[config.mk]
export PLATFORM = sky130hd
export DESIGN_NAME = can_rx_frame_sequencer
export DESIGN_NICKNAME = d
export VERILOG_FILES = /design/src/rtl/can_frame_pkg.sv /design/src/rtl/can_field_counter.sv /design/src/rtl/can_rx_frame_sequencer.sv
export SDC_FILE = /design/constraint.sdc
export NUM_CORES = 1
export LEC_CHECK = 0
export BUFFER_PORTS_ARGS = -buffer_cell sky130_fd_sc_hd__buf_2
export CAP_MARGIN = 5
export CORE_AREA = 3 3 87 64
export CTS_BUF_LIST = sky130_fd_sc_hd__clkbuf_8
export CTS_CLUSTER_SIZE = 16
export DETAILED_ROUTE_END_ITERATION = 10
export DIE_AREA = 0 0 90 67
export PLACE_DENSITY = 0.72
export SKIP_LAST_GASP = 1
export SLEW_MARGIN = 25
export SYNTH_ARGS = -nofsm -noshare
export SYNTH_HDL_FRONTEND = slang
export SYNTH_SLANG_ARGS = --single-unit
[constraint.sdc]
create_clock -name clk -period 4.92 [get_ports clk]
set_input_delay 0 -clock clk [delete_from_list [all_inputs] [get_ports clk]]
set_output_delay 0 -clock clk [all_outputs]
set_load 0.02 [all_outputs]
[src/rtl/can_frame_pkg.sv]
// rtl/can_frame_pkg.sv - shared state encoding, field lengths and helpers for the CAN receive sequencer
package can_frame_pkg;

  // Field order of the incoming frame. The stuffed region spans ST_BASE_ID through ST_CRC,
  // so the enum order matters: the region check is a range compare.
  typedef enum logic [4:0] {
    ST_IDLE,
    ST_BASE_ID,
    ST_SRR_RTR,
    ST_IDE,
    ST_EXT_ID,
    ST_RTR,
    ST_R1,
    ST_R0,
    ST_DLC,
    ST_DATA,
    ST_CRC,
    ST_CRC_DEL,
    ST_ACK_SLOT,
    ST_ACK_DEL,
    ST_EOF,
    ST_IFS,
    ST_ERR_WAIT
  } state_t;

  localparam int unsigned FLD_W  = 5;
  localparam int unsigned DATA_W = 7;

  localparam logic [FLD_W-1:0] BASE_ID_LEN  = 5'd11;
  localparam logic [FLD_W-1:0] EXT_ID_LEN   = 5'd18;
  localparam logic [FLD_W-1:0] DLC_LEN      = 5'd4;
  localparam logic [FLD_W-1:0] CRC_LEN      = 5'd15;
  localparam logic [FLD_W-1:0] EOF_LEN      = 5'd7;
  localparam logic [FLD_W-1:0] IFS_LEN      = 5'd3;
  localparam logic [FLD_W-1:0] ERR_IDLE_LEN = 5'd11;

  localparam int unsigned STORAGE_W = 590;

  // Data-field length in bits: remote frames carry none, larger DLC codes clamp to max_bytes.
  function automatic logic [DATA_W-1:0] data_bits(input logic       is_rtr,
                                                  input logic [3:0] dlc_val,
                                                  input logic [3:0] max_bytes);
    logic [3:0] nb;
    nb = (dlc_val > max_bytes) ? max_bytes : dlc_val;
    if (is_rtr) nb = 4'd0;
    return {nb, 3'b000};
  endfunction

endpackage

[src/rtl/can_field_counter.sv]
// rtl/can_field_counter.sv - loadable down-counter holding the remaining bits of the current field
//   clk, reset : clock, synchronous active-high reset
//   en         : one accepted (non-stuff) bit this clk
//   load       : reload with load_val instead of counting (only when en)
//   load_val   : field length to load
//   tc         : current bit is the last bit of the field
module can_field_counter #(
  parameter int W = 5
) (
  input  logic         clk,
  input  logic         reset,
  input  logic         en,
  input  logic         load,
  input  logic [W-1:0] load_val,
  output logic         tc
);

  logic [W-1:0] count;

  always_ff @(posedge clk) begin
    if (reset) begin
      count <= '0;
    end else if (en) begin
      if (load) begin
        count <= load_val;
      end else if (count != '0) begin
        count <= count - W'(1);
      end
    end
  end

  assign tc = (count == W'(1));

endmodule

[src/rtl/can_rx_frame_sequencer.sv]
// rtl/can_rx_frame_sequencer.sv - CAN receive field sequencer driving the frame storage register
//   clk, reset   : clock, synchronous active-high reset
//   sp           : sample-point strobe, one clk wide
//   can_rx       : sampled bus bit (0 = dominant)
//   is_stuff     : current bit is a stuff bit (honoured only SOF..CRC)
//   store_en     : pulse, shift can_rx into storage
//   storage_clr  : pulse, clear storage
//   bit_idx      : bits stored in the current frame
//   ide, rtr, dlc: latched header fields, cleared on SOF
//   ack_slot     : high for the ACK-slot bit period
//   frame_done   : pulse after EOF bit 7
//   form_err     : pulse on a fixed-form field violation
module can_rx_frame_sequencer
  import can_frame_pkg::*;
#(
  parameter int MAX_DATA_BYTES = 8,
  parameter int IDX_W          = 10
) (
  input  logic             clk,
  input  logic             reset,
  input  logic             sp,
  input  logic             can_rx,
  input  logic             is_stuff,
  output logic             store_en,
  output logic             storage_clr,
  output logic [IDX_W-1:0] bit_idx,
  output logic             ide,
  output logic             rtr,
  output logic [3:0]       dlc,
  output logic             ack_slot,
  output logic             frame_done,
  output logic             form_err
);

  localparam logic [3:0] MAX_B = 4'(MAX_DATA_BYTES);

  state_t              state, state_n;
  logic                in_region, adv;
  logic                store, sof, err, done;
  logic                lat_srr, lat_ide, lat_rtr, lat_dlc;
  logic                srr_bit;
  logic                fld_load, fld_tc, dat_load, dat_tc;
  logic [FLD_W-1:0]    fld_val;
  logic [DATA_W-1:0]   dat_val, n_bits;
  logic [3:0]          dlc_full;

  // Stuff bits only exist between SOF and the last CRC bit; elsewhere is_stuff is noise.
  assign in_region = (state >= ST_BASE_ID) && (state <= ST_CRC);
  assign adv       = sp && !(is_stuff && in_region);

  // DLC shifts in MSB first; on its last bit the full code is the old 3 LSBs plus the live bit.
  assign dlc_full  = {dlc[2:0], can_rx};
  assign n_bits    = data_bits(rtr, dlc_full, MAX_B);

  can_field_counter #(.W(FLD_W)) u_fld_cnt (
    .clk      (clk),
    .reset    (reset),
    .en       (adv),
    .load     (fld_load),
    .load_val (fld_val),
    .tc       (fld_tc)
  );

  can_field_counter #(.W(DATA_W)) u_dat_cnt (
    .clk      (clk),
    .reset    (reset),
    .en       (adv),
    .load     (dat_load),
    .load_val (dat_val),
    .tc       (dat_tc)
  );

  always_ff @(posedge clk) begin
    if (reset) state <= ST_IDLE;
    else       state <= state_n;
  end

  always_comb begin
    state_n  = state;
    store    = 1'b0;
    sof      = 1'b0;
    err      = 1'b0;
    done     = 1'b0;
    lat_srr  = 1'b0;
    lat_ide  = 1'b0;
    lat_rtr  = 1'b0;
    lat_dlc  = 1'b0;
    fld_load = 1'b0;
    fld_val  = '0;
    dat_load = 1'b0;
    dat_val  = '0;
    if (adv) begin
      unique case (state)
        ST_IDLE:     if (!can_rx) sof = 1'b1;
        ST_BASE_ID:  begin store = 1'b1; if (fld_tc) state_n = ST_SRR_RTR; end
        ST_SRR_RTR:  begin store = 1'b1; lat_srr = 1'b1; state_n = ST_IDE; end
        ST_IDE: begin
          store   = 1'b1;
          lat_ide = 1'b1;
          if (can_rx) begin
            state_n  = ST_EXT_ID;
            fld_load = 1'b1;
            fld_val  = EXT_ID_LEN;
          end else begin
            state_n = ST_R0;
          end
        end
        ST_EXT_ID:   begin store = 1'b1; if (fld_tc) state_n = ST_RTR; end
        ST_RTR:      begin store = 1'b1; lat_rtr = 1'b1; state_n = ST_R1; end
        ST_R1:       begin store = 1'b1; state_n = ST_R0; end
        ST_R0: begin
          store    = 1'b1;
          state_n  = ST_DLC;
          fld_load = 1'b1;
          fld_val  = DLC_LEN;
        end
        ST_DLC: begin
          store   = 1'b1;
          lat_dlc = 1'b1;
          if (fld_tc) begin
            if (n_bits == '0) begin
              state_n  = ST_CRC;
              fld_load = 1'b1;
              fld_val  = CRC_LEN;
            end else begin
              state_n  = ST_DATA;
              dat_load = 1'b1;
              dat_val  = n_bits;
            end
          end
        end
        ST_DATA: begin
          store = 1'b1;
          if (dat_tc) begin
            state_n  = ST_CRC;
            fld_load = 1'b1;
            fld_val  = CRC_LEN;
          end
        end
        ST_CRC:      begin store = 1'b1; if (fld_tc) state_n = ST_CRC_DEL; end
        ST_CRC_DEL:  if (can_rx) state_n = ST_ACK_SLOT; else err = 1'b1;
        ST_ACK_SLOT: state_n = ST_ACK_DEL;
        ST_ACK_DEL: begin
          if (can_rx) begin
            state_n  = ST_EOF;
            fld_load = 1'b1;
            fld_val  = EOF_LEN;
          end else begin
            err = 1'b1;
          end
        end
        ST_EOF: begin
          // A dominant last EOF bit is an overload indication, not a form error.
          if (fld_tc) begin
            done     = 1'b1;
            state_n  = ST_IFS;
            fld_load = 1'b1;
            fld_val  = IFS_LEN;
          end else if (!can_rx) begin
            err = 1'b1;
          end
        end
        ST_IFS: begin
          // Dominant on the last IFS bit is the next frame's SOF.
          if (!can_rx) begin
            if (fld_tc) sof = 1'b1;
            else        err = 1'b1;
          end else if (fld_tc) begin
            state_n = ST_IDLE;
          end
        end
        ST_ERR_WAIT: begin
          if (!can_rx) begin
            fld_load = 1'b1;
            fld_val  = ERR_IDLE_LEN;
          end else if (fld_tc) begin
            state_n = ST_IDLE;
          end
        end
        default:     state_n = ST_IDLE;
      endcase
    end
    if (sof) begin
      state_n  = ST_BASE_ID;
      store    = 1'b1;
      fld_load = 1'b1;
      fld_val  = BASE_ID_LEN;
    end
    if (err) begin
      state_n  = ST_ERR_WAIT;
      fld_load = 1'b1;
      fld_val  = ERR_IDLE_LEN;
    end
  end

  always_ff @(posedge clk) begin
    if (reset) begin
      store_en    <= 1'b0;
      storage_clr <= 1'b0;
      frame_done  <= 1'b0;
      form_err    <= 1'b0;
      ack_slot    <= 1'b0;
      bit_idx     <= '0;
      ide         <= 1'b0;
      rtr         <= 1'b0;
      dlc         <= 4'd0;
      srr_bit     <= 1'b0;
    end else begin
      store_en    <= store;
      storage_clr <= sof || err;
      frame_done  <= done;
      form_err    <= err;
      ack_slot    <= (state_n == ST_ACK_SLOT);
      if (sof) begin
        bit_idx <= IDX_W'(1);
        ide     <= 1'b0;
        rtr     <= 1'b0;
        dlc     <= 4'd0;
      end else begin
        if (err)        bit_idx <= '0;
        else if (store) bit_idx <= bit_idx + IDX_W'(1);
        if (lat_srr) srr_bit <= can_rx;
        // Standard frames carry RTR in the SRR_RTR slot; commit it once IDE confirms the format.
        if (lat_ide) begin
          ide <= can_rx;
          if (!can_rx) rtr <= srr_bit;
        end
        if (lat_rtr) rtr <= can_rx;
        if (lat_dlc) dlc <= dlc_full;
      end
    end
  end

endmodule
# Word-level counts from Yosys, hierarchy flattened
# Index checks and enable logic that the tools add are counted.
[word_totals]
regBits = 39
in_bits = 5
output_inout_bits = 21
elab_cells = 141
[classes]
n_addsub = 3
magnitude_cmp = 3
eq_ne = 20
muxes = 74
n_bitwise = 3
reduce_logical = 24
[op_table]
columns = ["operator", "n"]
rows = [
  ["$mux W5", 18],
  ["$pmux W5 S16", 1],
  ["$eq A5 B4 Y1 const B", 9],
  ["$mux W1", 36],
  ["$mux W7", 5],
  ["$pmux W5 S7", 1],
  ["$mux W4", 6],
  ["$eq A5 B3 Y1 const B", 4],
  ["$add A10 B1 Y10 const B", 1],
  ["$eq A5 B1 Y1 const B", 2],
  ["$eq A5 B2 Y1 const B", 2],
  ["$reduce_or A10 Y1", 1],
  ["$reduce_and A2 Y1", 4],
  ["$reduce_or A2 Y1", 4],
  ["$eq A7 B1 Y1 const B", 1],
  ["$logic_not A7 Y1", 1],
  ["$reduce_bool A7 Y1", 1],
  ["$sub A7 B1 Y7 const B", 1],
  ["$mux W2", 3],
  ["$pmux W1 S6", 1],
  ["$reduce_bool A2 Y1", 3],
  ["$reduce_or A3 Y1", 2],
  ["$eq A5 B5 Y1 const B", 1],
  ["$ge A5 B1 Y1 const B", 1],
  ["other kinds (14)", 18],
]

# Longest topological paths before layout
[depth]
ltp_word = 12
ltp_mapped = 10
ltp_nobuf = 9

# Hierarchy
# Synthesis repeated with hierarchy kept, for this count alone.
[unflattened]
cells_unflattened = 342
hier_area_um2 = 2653.8
[by_module_without_submodules]
columns = ["mod", "instances", "cells_each", "area_each_um2", "seq_area_each_um2"]
rows = [
  ["can_rx_frame_sequencer", 1, 237, 1806.7, 540.5],
  ["can_field_counter (u_dat_cnt)", 1, 63, 494.2, 140.1],
  ["can_field_counter (u_fld_cnt)", 1, 42, 352.8, 100.1],
]

# Worst setup path before layout
# Ideal clock, no wire load.
[synth_path]
path_kind = "flip-flop to flip-flop"
startpoint = "register u_fld_cnt.count[1]"
endpoint = "register ack_slot"
arrival_time_ps = 2262
required_ps = 4832
slack_ps = 2571
stages_incl_launch_ff = 11
path_buffers = 1
cell_sequence = "dfxtp_1 inv_1 ha_1 or4b_1 buf_2 nand4_1 a21oi_1 nand3_2 nand2b_1 or4_4 nor4_2"
[synth_between]
elab_chain_cells = 8
[synth_rtl]
columns = ["item", "line_no", "source"]
rows = [
  ["start, declared", "can_field_counter.sv:18", "logic [W-1:0] count;"],
  ["start signal, assigned", "can_field_counter.sv:25", "count <= load_val;"],
  ["start signal, assigned", "can_field_counter.sv:27", "count <= count - W'(1);"],
  ["$eq A5 B1 Y1 *", "can_field_counter.sv:32", "assign tc = (count == W'(1));"],
  ["$mux W5 / $mux W1 (equally long branches)", "can_rx_frame_sequencer.sv:168, can_rx_frame_sequencer.sv:176, can_rx_frame_sequencer.sv:166", ""],
  ["$mux W5 / $mux W1 (equally long branches)", "can_rx_frame_sequencer.sv:165", "if (!can_rx) begin"],
  ["$pmux W5 S16 / $pmux W1 S2 (equally long branches)", "can_rx_frame_sequencer.sv:93", "unique case (state)"],
  ["$mux W5 / $mux W1 (equally long branches)", "can_rx_frame_sequencer.sv:92", "if (adv) begin"],
  ["$mux W5", "can_rx_frame_sequencer.sv:183", "if (sof) begin"],
  ["$mux W5 *", "can_rx_frame_sequencer.sv:189", "if (err) begin"],
  ["$eq A5 B4 Y1 *", "can_rx_frame_sequencer.sv:213", "ack_slot <= (state_n == ST_ACK_SLOT);"],
  ["end signal, assigned", "can_rx_frame_sequencer.sv:213", ""],
  ["end, declared", "can_rx_frame_sequencer.sv:30", "output logic ack_slot,"],
]
# Mark *: on every way between the ends. The rest lies on a longest branch, timed or not.
# A chain may end at the register's enable or synchronous reset.

# Worst setup path in the final report
[layout_path]
startpoint = "register state[3]"
endpoint = "register ack_slot"
[layout_between]
elab_chain_cells = 9
[layout_rtl]
columns = ["item", "line_no", "source"]
rows = [
  ["start, declared", "can_rx_frame_sequencer.sv:37", "state_t state, state_n;"],
  ["start signal, assigned", "can_rx_frame_sequencer.sv:75", "else state <= state_n;"],
  ["$ge A5 B1 Y1 / $le A5 B4 Y1 (equally long branches)", "can_rx_frame_sequencer.sv:48", "assign in_region = (state >= ST_BASE_ID) && (state <= ST_CRC);"],
  ["$logic_and A1 B1 Y1", "can_rx_frame_sequencer.sv:48", ""],
  ["$logic_and A1 B1 Y1", "can_rx_frame_sequencer.sv:49", "assign adv = sp && !(is_stuff && in_region);"],
  ["$logic_not A1 Y1", "can_rx_frame_sequencer.sv:49", ""],
  ["$logic_and A1 B1 Y1", "can_rx_frame_sequencer.sv:49", ""],
  ["$mux W5 / $mux W1 (equally long branches)", "can_rx_frame_sequencer.sv:92", ""],
  ["$mux W5", "can_rx_frame_sequencer.sv:183", ""],
  ["$mux W5 *", "can_rx_frame_sequencer.sv:189", ""],
  ["$eq A5 B4 Y1 *", "can_rx_frame_sequencer.sv:213", ""],
]
# Marks and branches as above.

==> run_results.csv <==
group,metric,value,unit
routing,drc_errors,0,
clocking,cts.clk_slew.worst_paths,80,ps
timing,rsz0062_at_grt,"no",
grt,grt_overflow,0,
yosys,synth_edf_count,0,
clocking,cts_tree,"built",
critical_path,max_stage_delay,850,ps
placement,dp_hpwl,4970,µm
critical_path,path_class,"reg -> reg",
yosys,synth-async-reset-ratio,0,%
power,vdd_drop_max,0.000187,V
timing,finalCritPeriodShare,66.5,%
final_layout,final_cell_mix,"nor2_1, dfxtp_1, a21oi_1, nand2_1, buf_2",
routing,drtIter0Drc,305,
yosys,syn_avg_cell_area,7.65,µm²
final_layout,fin_area,2830,µm²
clocking,cts_hold_buffers,0,
placement,place_area,2750,µm²
clocking,cts_made_buffers,5,
floorplan,start_util,54.9,%
placement,place_congestion,0.952,
grt,grt_pass1_vias,2386,
critical_path,path_buf_inv,0,
grt,grt_pass1_wl,11600,µm
critical_path,end_kind,"register",
clocking,ctsResizeCount,0,
power,p_leak,1.12,nW
routing,postRouteAntennaNets,0,
timing,slew_headroom,43.7,%
critical_path,crit_family,"simple AND/OR/NAND/NOR gates",
yosys,syn_nets,354,
final_layout,fillCellCount,442,
grt,track_usage,23.7,%
clocking,cts_root_buf,"clkbuf_8",
floorplan,die_height,67,µm
timing,tightest_slew,842,ps
yosys,synth_cell_type_count,63,
run,cap_violations,0,
timing,setup_viol,0,
final_layout,multi_input_area,1700,µm²
final_layout,mostFrequentLayoutCell,"nor2_1",
final_layout,nets,367,
timing,post-route-min-period,3270,ps
floorplan,io_pins,26,
power,p_total,0.000998,W
timing,whs,125,ps
routing,firstDrtPassIters,5,
yosys,yosys.area.top_type,"dfxtp_1",
hold_path,worstHoldPathType,"in -> reg",
yosys,synth_top_area_share,29.8,%
final_layout,final_core_util,59.3,%
routing,wirelength,6920,µm
clocking,insertion_delay,290,ps
critical_path,worstPathArrival,3480,ps
yosys,synth_seq_cells,39,
yosys,synth_area,2620,µm²
clocking,cts_htree_levels,2,
yosys,synth_top_cells_by_area,"dfxtp_1, nor2_1, a21oi_1",
final_layout,syn2layout_area_growth,8.01,%
yosys,ys.warnings.count,0,
floorplan,dieArea,6030,µm²
clocking,clockBufferDepth,2,
clocking,postCtsSetupRepairBufs,0,
power,power_density,352,nW/µm²
routing,vias_per_cell,6.18,
clocking,cts.sinks,39,
critical_path,worst_ep_required_time,5130,ps
timing,tns,0,ps
yosys,syn_inst,343,
yosys,ys_seq_area_share,29.8,%
critical_path,cp_max_fo,26,
critical_path,reg2reg_setup_slack,1650,ps
timing,fin_skew,9.55,ps
floorplan,die_w,90,µm
grt,antenna_found_initial,0,
timing,slew_violations,0,
final_layout,num_antenna_cells,0,
final_layout,drive_gt1_share,13.7,%
critical_path,slowest_stage,"dfxtp_1",
placement,port_buffers,25,
timing,fmax,306,MHz
critical_path,path_cells,"or4_1 -> o2111ai_2 -> and2_1 -> nand3_2 -> nand2b_1 -> or4_4 -> nor4_2",
routing,vias,2634,
floorplan,core_area,4780,µm²
final_layout,seq_area,781,µm²
yosys,synth_flop_cell,"dfxtp_1",
floorplan,rows,21,
timing,hold_viol,0,
critical_path,critPathLaunchType,"register",
outcome,outcome,"finished clean",
routing,routedWlPerCell,16.2,µm
grt,grt_max_degree,27,
## power by group
part	internal, W	switching [W]	total [W]
registers	0.000352	0.0000446	0.000397
clock network	0.0000971	0.000116	0.000214
logic	0.000158	0.000229	0.000387
total	0.000607	0.000390	0.000998
## final timing paths
kind | from | cells after the start | endpoint
worst max-delay path | state[3] | 7 | ack_slot
worst max register to register | state[3] | 7 | ack_slot
worst min-delay path | reset | 2 | u_dat_cnt.count[1]
worst min register to register | u_dat_cnt.count[5] | 2 | u_dat_cnt.count[5]
## cell families (layout without fill, tap and decap cells)
| logic type | count (synthesis) | in the layout | share of synthesized area (%) |
|---|---|---|---|
| mux | 10 | 10 | 3.82 |
| flops | 39 | 39 | 29.8 |
| compound gates | 96 | 96 | 23.6 |
| xor+xnor | 9 | 9 | 3.00 |
| fa+ha+maj | 6 | 6 | 2.86 |
| simple gates | 150 | 150 | 31.5 |
| buf+inv | 33 | 47 | 5.44 |
## synthesized netlist by cell type (all sizes together) (6+ instances only)
| library cell | n |
|---|---|
| nor4 | 8 |
| nor2 | 44 |
| nand2b | 7 |
| clkbuf | 10 |
| mux2i | 10 |
| dfxtp | 39 |
| inv | 13 |
| and3 | 9 |
| o21ai | 25 |
| o211ai | 6 |
| a21oi | 32 |
| nand2 | 29 |
| nor3 | 13 |
| nand3 | 8 |
| ha | 6 |
| buf | 10 |
## state kept, by name, summed over array words and instances, names as in the netlist, 4 cells and up
name	count
bit_idx	10
u_dat_cnt.count	7
state	5
u_fld_cnt.count	5
dlc	4
## cell type report
| cell class | instances | share of cell area [%] |
|---|---|---|
| Clock buffer | 5 | 2.43 |
| Clock inverter | 3 | 0.574 |
| Inverter | 13 | 1.72 |
| Multi-Input combinational cell | 271 | 60.0 |
| Sequential cell | 39 | 27.5 |
| Tap cell | 69 | 3.05 |
| Timing Repair Buffer | 26 | 4.68 |
## worst reg2reg max path, delay by kind of cell, from the launching register on
family	cells	cell delay, ps
AOI/OAI and AO/OA	1	250
DFF	1	850
and+or+nand+nor	6	2090
## through the flow
step,std cells,setup slack (ps)
6_report,426,1650
5_1_grt,426,1390
4_1_cts,426,1690
3_5_place_dp,418,1750
3_3_place_gp,418,1890
2_1_floorplan,343,2570
## per-layer routing
metal | global-route usage, % | share of wire (%) | up-vias
met5 | 0 | 0 | -
met4 | 7.82 | 1.4 | 0
met3 | 6.43 | 9.1 | 14
met2 | 33.4 | 40 | 128
met1 | 34.5 | 50 | 1212
li1 | - | - | 1280
(Power assumes the default switching activity.)
